--- src/rtl/bit_collector.sv ---
// ---------------------------------------------------------------------------
// bit_collector
//
// Serial-to-parallel pixel packer. It is the receive-side counterpart of the
// display word serializer. A 1-bit pixel stream is sampled once every mult+1
// enabled cycles. The samples are packed MSB-first into width-bit words.
// Completed words are held in a one-entry output slot. The framebuffer
// write-back logic drains that slot over a valid/ready handshake.
//
// Ports
//   clk       in   1      pixel clock, all state changes on the rising edge
//   rst_n     in   1      asynchronous active-low reset
//   clear     in   1      synchronous restart of word assembly, also clears
//                         overflow. Takes priority over enable.
//   enable    in   1      pixel strobe. When low, only the output handshake
//                         can change state.
//   din       in   1      serial pixel input
//   mult      in   4      pixel repeat count minus one
//   q         out  width  completed word; the first sampled pixel is in
//                         bit width-1
//   q_valid   out  1      q holds a word that has not been consumed yet
//   q_ready   in   1      consumer is ready to take q
//   overflow  out  1      sticky flag: a completed word was dropped
//
// Handshake: a word moves to the consumer on every rising edge where
// q_valid && q_ready is high. q_valid stays high, and q stays stable, until
// that edge. Acceptance does not depend on enable or clear. If a new word
// completes on the same edge that the old word is accepted, the slot is
// reloaded and q_valid stays high with no gap.
//
// Parameter width must lie in 2..16.
// ---------------------------------------------------------------------------
module bit_collector #(
  parameter int width = 16
) (
  input  logic             clk,
  input  logic             rst_n,
  input  logic             clear,
  input  logic             enable,
  input  logic             din,
  input  logic [3:0]       mult,
  output logic [width-1:0] q,
  output logic             q_valid,
  input  logic             q_ready,
  output logic             overflow
);

  // The bit counter must be able to hold values 0..width-1.
  localparam int cw = $clog2(width + 1);
  localparam logic [cw-1:0] last_idx = cw'(width - 1);

  logic [3:0]       rep_cnt;
  logic [cw-1:0]    bit_cnt;
  // Only width-1 bits are kept. The final bit of a word comes straight from
  // din on the completing cycle.
  logic [width-2:0] shift;

  logic             sample;
  logic             complete;
  logic [width-1:0] word;
  logic             accept;

  // The >= compare matters when mult is lowered mid-group. The counter may
  // already be past the new limit. With >= it samples on the next enabled
  // cycle instead of counting all the way round to 16.
  assign sample   = enable && !clear && (rep_cnt >= mult);
  assign complete = sample && (bit_cnt == last_idx);
  assign word     = {shift, din};
  assign accept   = q_valid && q_ready;

  // Assembly side: repeat counter, bit counter and shift register.
  always_ff @(posedge clk or negedge rst_n) begin
    if (!rst_n) begin
      rep_cnt <= '0;
      bit_cnt <= '0;
      shift   <= '0;
    end else if (clear) begin
      rep_cnt <= '0;
      bit_cnt <= '0;
      shift   <= '0;
    end else if (enable) begin
      if (sample) begin
        rep_cnt <= '0;
        if (complete) begin
          // Restart right away so the next sample begins a new word.
          bit_cnt <= '0;
          shift   <= '0;
        end else begin
          bit_cnt <= bit_cnt + 1'b1;
          shift   <= word[width-2:0];
        end
      end else begin
        rep_cnt <= rep_cnt + 1'b1;
      end
    end
  end

  // Output slot and sticky overflow flag.
  always_ff @(posedge clk or negedge rst_n) begin
    if (!rst_n) begin
      q        <= '0;
      q_valid  <= 1'b0;
      overflow <= 1'b0;
    end else begin
      if (complete) begin
        if (!q_valid || accept) begin
          q       <= word;
          q_valid <= 1'b1;
        end else begin
          // The slot is full and not being drained, so the new word is lost.
          overflow <= 1'b1;
        end
      end else if (accept) begin
        q_valid <= 1'b0;
      end
      // A clear cycle never samples, so it never completes a word. Clearing
      // overflow here therefore cannot clash with the set above.
      if (clear) begin
        overflow <= 1'b0;
      end
    end
  end

endmodule

--- config.mk ---
export PLATFORM = sky130hd
export DESIGN_NAME = bit_collector
export DESIGN_NICKNAME = d
export VERILOG_FILES = /design/src/rtl/bit_collector.sv
export SDC_FILE = /design/constraint.sdc
export NUM_CORES = 1
export LEC_CHECK = 0
export CAP_MARGIN = 20
export CORE_AREA = 2 2 61 63
export CTS_BUF_LIST = sky130_fd_sc_hd__clkbuf_8
export DETAILED_ROUTE_END_ITERATION = 16
export DIE_AREA = 0 0 63 65
export GPL_TIMING_DRIVEN = 1
export PLACE_DENSITY = 0.93
export SLEW_MARGIN = 20
export SYNTH_ARGS = -nofsm -noshare
export SYNTH_HDL_FRONTEND = slang
export SYNTH_SLANG_ARGS = --single-unit
--- constraint.sdc ---
create_clock -name clk -period 3.6 [get_ports clk]
set_input_delay 0.36 -clock clk [delete_from_list [all_inputs] [get_ports clk]]
set_output_delay 0.36 -clock clk [all_outputs]
set_load 0.05 [all_outputs]
==> results of run 1 <==
-- worst max-delay path: stages, from the launching register on --
cell	delay, ns
dfrtp_1	0.41
inv_1	0.08
ha_1	0.34
nor2b_4	0.06
o21a_1	0.30
nor3_4	0.84
mux2_2	0.41
-- cell usage in the layout, fill, tap and decap left out, types with 5 or more instances in the layout --
cell type,synthesis,final
a21oi_1,5,5
clkbuf_8,0,6
clkdlybuf4s50_1,0,26
dfrtp_1,42,42
ha_1,6,6
inv_1,6,6
mux2_2,7,7
mux2_4,10,10
mux2i_1,16,16
nand2_1,38,38
o21ai_0,5,5
-- metal layers --
metal	global-route usage [%]	wire [um]	share of wire, %	vias up
li1	-	-	-	652
met1	27.6	1690	45	682
met2	31.9	1700	46	53
met3	5.38	251	6.8	6
met4	8.61	74	2.0	0
met5	0	0	0	-
-- per-stage QoR --
step	hold WS, ns	instances	worst slack [ns]	instance area, um2	utilization [%]
CTS	0.215	251	1.04	2400	68.6
global placement	0.487	243	0.792	2300	65.9
global route	0.269	251	0.904	2400	68.6
finish	0.177	251	1.04	2400	68.6
floorplan	0.0644	174	1.44	2020	-
detailed placement	0.496	243	0.740	2300	65.9
-- final cells by class --
type                    count  area, um2
well taps                  48       60.1
repair buffers             29        280
flip-flops and latches     42       1050
multi-input cells         117        887
clock buffers               6       82.6
inverters                   7       26.3
fillers                   257       1100
clock inverters             2       12.5
-- cells by family (layout without fill, tap and decap cells) --
| family | after synthesis | count (layout) |
|---|---|---|
| AND/OR/NAND/NOR | 58 | 58 |
| adder cells (fa/ha/maj) | 6 | 6 |
| AO/OA/AOI/OAI | 19 | 19 |
| XOR/XNOR | 1 | 1 |
| multiplexers | 33 | 33 |
| buffers and inverters | 15 | 44 |
| flip-flops | 42 | 42 |
-- final timing paths --
check	from	endpoint	slack [ns]	cells after the start
max in group asynchronous	rst_n	bit_cnt[3]$_DFFE_PN0P_	2.86	1
min reg2reg	bit_cnt[4]$_DFFE_PN0P_	bit_cnt[4]$_DFFE_PN0P_	0.51	1
min in group clk	bit_cnt[4]$_DFFE_PN0P_	bit_cnt[4]$_DFFE_PN0P_	0.51	1
max reg2reg	rep_cnt[0]$_DFFE_PN0P_	bit_cnt[0]$_DFFE_PN0P_	1.04	6
max	rep_cnt[0]$_DFFE_PN0P_	bit_cnt[0]$_DFFE_PN0P_	1.04	6
min	rst_n	q[11]$_DFFE_PN0P_	0.18	1
-- where the power goes --
group          leakage (nW)  switching (mW)  internal (mW)  total, mW
registers             0.586         0.00335          0.474      0.477
clock network        0.0472           0.165          0.154      0.319
logic                 0.438          0.0429         0.0234     0.0663
total                  1.07           0.211          0.652      0.863
-- sequential cells by signal, summed over array words and instances (netlist names) --
signal    flops
q            16
overflow      1
bit_cnt       5
q_valid       1
rep_cnt       4
shift        15
==> summary.md, run 1 <==
| Metric | Value |
|---|---|
| Tmin final | `2.56 ns` |
| DP HPWL | `2460 um` |
| RSZ-0062 raised after global routing | `no` |
| Top cells by area, synth | `dfrtp_1 (52%), mux2i_1 (7.9%), mux2_4 (7.4%)` |
| Final wirelength | `3710 um` |
| CP endpoint kind | `flop` |
| Status | `completed` |
| XOR/XNOR share of the synthesized area | `0.434%` |
| CTS tree | `built` |
| Mean Syn Cell Area | `between 10 and 15 um2` |
| Post-CTS resize count | `0` |
| EDFF count, synth | `0` |
| Max-slew violations | `0` |
| Slew Limit Headroom | `approximately 35%` |
| Initial antenna violation count | `0` |
| Syn Nets | `190` |
| Area grow syn2layout | `18.9%` |
| Synth unique cells | `35` |
| Max frequency | `0.391 GHz` |
| Die W | `63 um` |
| Post-synthesis sequential element count | `42` |
| PD cells | `360 mW/mm2` |
| Post-synth top area share | `between 50% and 60%` |
| Global Route Usage Sum | `20.6%` |
| Total core area | `about 0.0035 mm2` |
| Ys async rst share | `100%` |
| Worst path required time | `3.79 ns` |
| Fin Setup TNS | `0 ns` |
| Die area | `0.00410 mm2` |
| Htree depth | `2` |
| Nets | `218` |
| Synthesized area | `0.00202 mm2` |
| Final period utilization | `a little under three quarters` |
| Hold WC Path Type | `input pin to asynchronous set/reset pin` |
| Chip height | `65 um` |
| Total grt overflow | `0` |
| Layout cells sized above 1 | `15.8%` |
| Actual slew at the worst max-slew pin | `0.979 ns` |
| Synth Area in Compound Gates | `6.01%` |
| Initial DRC count | `70` |
| DR DRC count | `0` |
| DRT antenna net count | `0` |
| Largest area contributor in the netlist | `dfrtp_1` |
| # setup viols final | `0` |
| GP Congestion | `0.886` |
| I/O Buffers | `27` |
| Worst Skew | `0.00644 ns` |
| Clock sink count | `42` |
| Vias per cell | `~5.5` |
| CP Max Fanout | `17` |
| Fin. Hold Viols | `0` |
| Vias in the first global route | `roughly 1400` |
| Post-CTS Hold Buffers | `0` |
| Root Buffer | `clkbuf_8` |
| Simple-gate share of the synthesized area | `14.5%` |
| Ant. Diodes | `0` |
| Pin count of the biggest net entering global routing | `43` |
| PnR Total Power | `about 0.86 mW` |
| Clock transition at the registers of the reported paths | `0.08 ns` |
| Longest Clk Path Bufs | `2` |
| Router iterations before antenna repair | `5` |
| Initial core utilization | `57.7%` |
| Clk_lat worst skew | `0.30 ns` |
| WL/cell | `14.8 um` |
| Cts bufs inserted | `5` |
| WS Path Type | `flop to flop` |
| Type of origin of the critical path | `flop` |
| Most used DFF post-synth | `dfrtp_1` |
| Post-CTS Setup Repair Bufs | `0` |
| Cells after Synth | `around 170` |
| Commonest cells in the netlist | `dfrtp_1 (42), nand2_1 (38), mux2i_1 (16)` |
| Crit path DAT | `between 2 and 3 ns` |
| Mux share of post-synthesis cell area | `19.3%` |
| Peak VDD IR | `0.319 mV` |
| Leakage | `1.07 nW` |
| Sequential-to-total area share from yosys stat | `52.1%` |
| # rows | `22` |
| First-pass GRT wire length | `around 6400 um` |
| Adder-cell share of the synthesized area | `3.72%` |
| Cell with the most instances after synthesis | `dfrtp_1` |
| IO Count | `28` |
| Vias | `1393` |
| Largest family of logic cells by synthesized area | `multiplexers` |
| Max Cap Violations | `0` |
| Synth warn | `0` |
No activity file was read; power rests on OpenSTA's default activity.
==> inputs of run 2 (changes only) <==
--- a/config.mk
+++ b/config.mk
@@ -6,12 +6,12 @@
 export NUM_CORES = 1
 export LEC_CHECK = 0
 export CAP_MARGIN = 20
-export CORE_AREA = 2 2 61 63
+export CORE_AREA = 2 2 66 68
 export CTS_BUF_LIST = sky130_fd_sc_hd__clkbuf_8
 export DETAILED_ROUTE_END_ITERATION = 16
-export DIE_AREA = 0 0 63 65
+export DIE_AREA = 0 0 68 70
 export GPL_TIMING_DRIVEN = 1
-export PLACE_DENSITY = 0.93
+export PLACE_DENSITY = 0.85
 export SLEW_MARGIN = 20
 export SYNTH_ARGS = -nofsm -noshare
 export SYNTH_HDL_FRONTEND = slang
==> constraint.sdc (replaced) <==
create_clock -name clk -period 2.31 [get_ports clk]
set_input_delay 0.231 -clock clk [delete_from_list [all_inputs] [get_ports clk]]
set_output_delay 0.231 -clock clk [all_outputs]
set_load 0.05 [all_outputs]
==> run 2 against run 1 <==
  * Largest power group unchanged
  * Cell count is 4.4% higher
  * Critical path type unchanged
  * Critical path depth is 1 higher
  * Non-clock buffer count is 7 higher
  * Fmax is 24% higher
  * Total power is 66% higher
  * Core utilization is 8.7 points lower
  * Clock power is 79% higher
==> summary.md, run 2 (same netlist as run 1, synthesis figures left out) <==
| Metric | Value |
|---|---|
| Status | `completed (unchanged)` |
| Peak VDD IR | `0.391 mV (was 0.319 mV)` |
| Vias per cell | `5.42 (was 5.55)` |
| Max reg flops | `16 (unchanged)` |
| CP Buf/Inv Count | `2 (was 1)` |
| WS Path Type | `flop to flop (unchanged)` |
| Slowest stage cell, crit path | `dfrtp_1 (was nor3_4)` |
| Post-CTS Setup Repair Bufs | `0 (unchanged)` |
| Post-CTS Hold Buffers | `0 (unchanged)` |
| Multi-input gate area | `887 um2 (unchanged)` |
| DR DRC count | `0 (unchanged)` |
| Hold WC Path Type | `input pin to asynchronous set/reset pin (unchanged)` |
| # setup viols final | `0 (unchanged)` |
| Max frequency | `0.485 GHz (was 0.391 GHz)` |
| Commonest cells after routing, fill and taps aside | `dfrtp_1 (42), nand2_1 (38), clkdlybuf4s50_1 (26) (unchanged)` |
| Final WS setup | `0.246 ns (was 1.04 ns)` |
| Cell Count, Final, Fillers Out | `262 (was 251)` |
| Fin Setup TNS | `0 ns (unchanged)` |
| Slowest Stage Delay on Critical Path | `0.40 ns (was 0.84 ns)` |
| RSZ-0062 raised after global routing | `no (unchanged)` |
| DP Cell Count | `254 (was 243)` |
| Total core area | `0.00414 mm2 (was 0.00350 mm2)` |
| Final wirelength | `3800 um (was 3710 um)` |
| PnR Total Power | `1.43 mW (was 0.863 mW)` |
| Final period utilization | `89.3% (was 71.1%)` |
| Commonest non-fill, non-tap cell in the layout | `dfrtp_1 (unchanged)` |
| Worst Skew | `0.0103 ns (was 0.00644 ns)` |
| Finished Cell Area | `0.00248 mm2 (was 0.00240 mm2)` |
| Initial antenna violation count | `0 (unchanged)` |
| Die area | `0.00476 mm2 (was 0.00410 mm2)` |
| Clock transition at the registers of the reported paths | `0.08 ns (about the same)` |
| DP HPWL | `2550 um (was 2460 um)` |
| CTS tree | `built (unchanged)` |
| Type of origin of the critical path | `flop (unchanged)` |
| Die W | `68 um (was 63 um)` |
| Ant. Diodes | `0 (unchanged)` |
| Post-place setup slack | `0.0397 ns (was 0.740 ns)` |
| First-pass GRT wire length | `6620 um (was 6420 um)` |
| Total grt overflow | `0 (unchanged)` |
| Pin count of the biggest net entering global routing | `43 (unchanged)` |
| Vias in the first global route | `1494 (was 1360)` |
| Global Route Usage Sum | `18.3% (was 20.6%)` |
| FF+latch area | `0.00105 mm2 (unchanged)` |
| Crit path DAT | `2.24 ns (was 2.74 ns)` |
| Clock sink count | `42 (unchanged)` |
| Worst path cell trace | `inv_1 > ha_1 > nor2b_4 > o21a_1 > nor4_4 > buf_12 > mux2_2 (was inv_1 > ha_1 > nor2b_4 > o21a_1 > nor3_4 > mux2_2)` |
| Registers with the most flip-flops | `q (16), shift (15), bit_cnt (5) (unchanged)` |
| DRT antenna net count | `0 (unchanged)` |
| Vias | `1419 (was 1393)` |
| Longest Clk Path Bufs | `2 (unchanged)` |
| Layout cells sized above 1 | `18.1% (was 15.8%)` |
| Nets | `225 (was 218)` |
| Max-slew violations | `0 (unchanged)` |
| Initial core utilization | `48.7% (was 57.7%)` |
| Leakage | `1.12 nW (was 1.07 nW)` |
| Router iterations before antenna repair | `4 (was 5)` |
| GP Congestion | `0.783 (was 0.886)` |
| Initial DRC count | `125 (was 70)` |
| CP endpoint kind | `flop (unchanged)` |
| Largest delay share family, worst path | `flip-flops (was simple AND/OR/NAND/NOR gates)` |
| WL/cell | `14.5 um (was 14.8 um)` |
| # rows | `24 (was 22)` |
| Placed cell area | `0.00237 mm2 (was 0.00230 mm2)` |
| PD cells | `575 mW/mm2 (was 360 mW/mm2)` |
| Max Cap Violations | `0 (unchanged)` |
| Htree depth | `2 (unchanged)` |
| Worst path required time | `2.49 ns (was 3.79 ns)` |
| Area grow syn2layout | `23.1% (was 18.9%)` |
| Slew Limit Headroom | `40.0% (was 34.5%)` |
| I/O Buffers | `27 (unchanged)` |
| CP Max Fanout | `16 (was 17)` |
| Clk_lat worst skew | `0.30 ns (about the same)` |
| IO Count | `28 (unchanged)` |
| Chip height | `70 um (was 65 um)` |
| Actual slew at the worst max-slew pin | `0.901 ns (was 0.979 ns)` |
| Fin. Hold Viols | `0 (unchanged)` |
| Biggest register | `q (unchanged)` |
| Post-CTS resize count | `0 (unchanged)` |
| Tmin final | `2.06 ns (was 2.56 ns)` |
| Root Buffer | `clkbuf_8 (unchanged)` |
| Cts bufs inserted | `5 (unchanged)` |
| Fillers | `339 (was 257)` |
## run 2: cell types whose count changed in the layout (fill, tap and decap cells not counted), sizes merged
cell	before	now
buf	3	10
bufinv	0	1
clkbuf	6	5
clkinv	2	1
inv	6	7
## run 2: final cells by class
type,count,area share [%]
inverters,7,1.06
flip-flops and latches,42,42.3
clock buffers,5,2.77
well taps,52,2.62
multi-input cells,117,35.7
clock inverters,3,1.66
repair buffers,36,13.9
## run 2: through the flow
stage               hold slack, ns  utilization, %
floorplan                  -0.0646               -
global placement             0.409            57.3
detailed placement           0.415            57.3
CTS                         0.0889            60.0
global route                 0.138            60.0
finish                      0.0524            60.0
## run 2: path summary, 6_finish.rpt
check / slack (ns) / from / to / cells after the start
worst max-delay path: 0.25 / rep_cnt[0]$_DFFE_PN0P_ / q[1]$_DFFE_PN0P_ / 7
min in group clk: 0.52 / q[11]$_DFFE_PN0P_ / q[11]$_DFFE_PN0P_ / 1
worst max register to register: 0.25 / rep_cnt[0]$_DFFE_PN0P_ / q[1]$_DFFE_PN0P_ / 7
worst min register to register: 0.52 / q[11]$_DFFE_PN0P_ / q[11]$_DFFE_PN0P_ / 1
max in group asynchronous: 1.69 / rst_n / q[0]$_DFFE_PN0P_ / 1
worst min-delay path: 0.05 / rst_n / shift[10]$_DFFE_PN0P_ / 1
## run 2: per-layer routing
layer	global-route usage [%]	up-vias	part of all wire, %
met5	0	-	0
met4	6.22	0	1.9
met3	5.64	7	4.6
met2	26.5	32	47
met1	25.9	712	47
li1	-	668	-
## run 2: worst register-to-register path: cells and delay by family (launching register included)
kind                     cells  cell delay [ns]
buffers and inverters        2             0.29
flip-flops                   1             0.40
adder cells (fa/ha/maj)      1             0.31
AND/OR/NAND/NOR              2             0.39
multiplexers                 1             0.35
AO/OA/AOI/OAI                1             0.20
## run 2: power by group
group          internal [mW]  switching (mW)
Combinational         0.0454          0.0701
Sequential             0.739         0.00465
Clock                  0.318           0.253
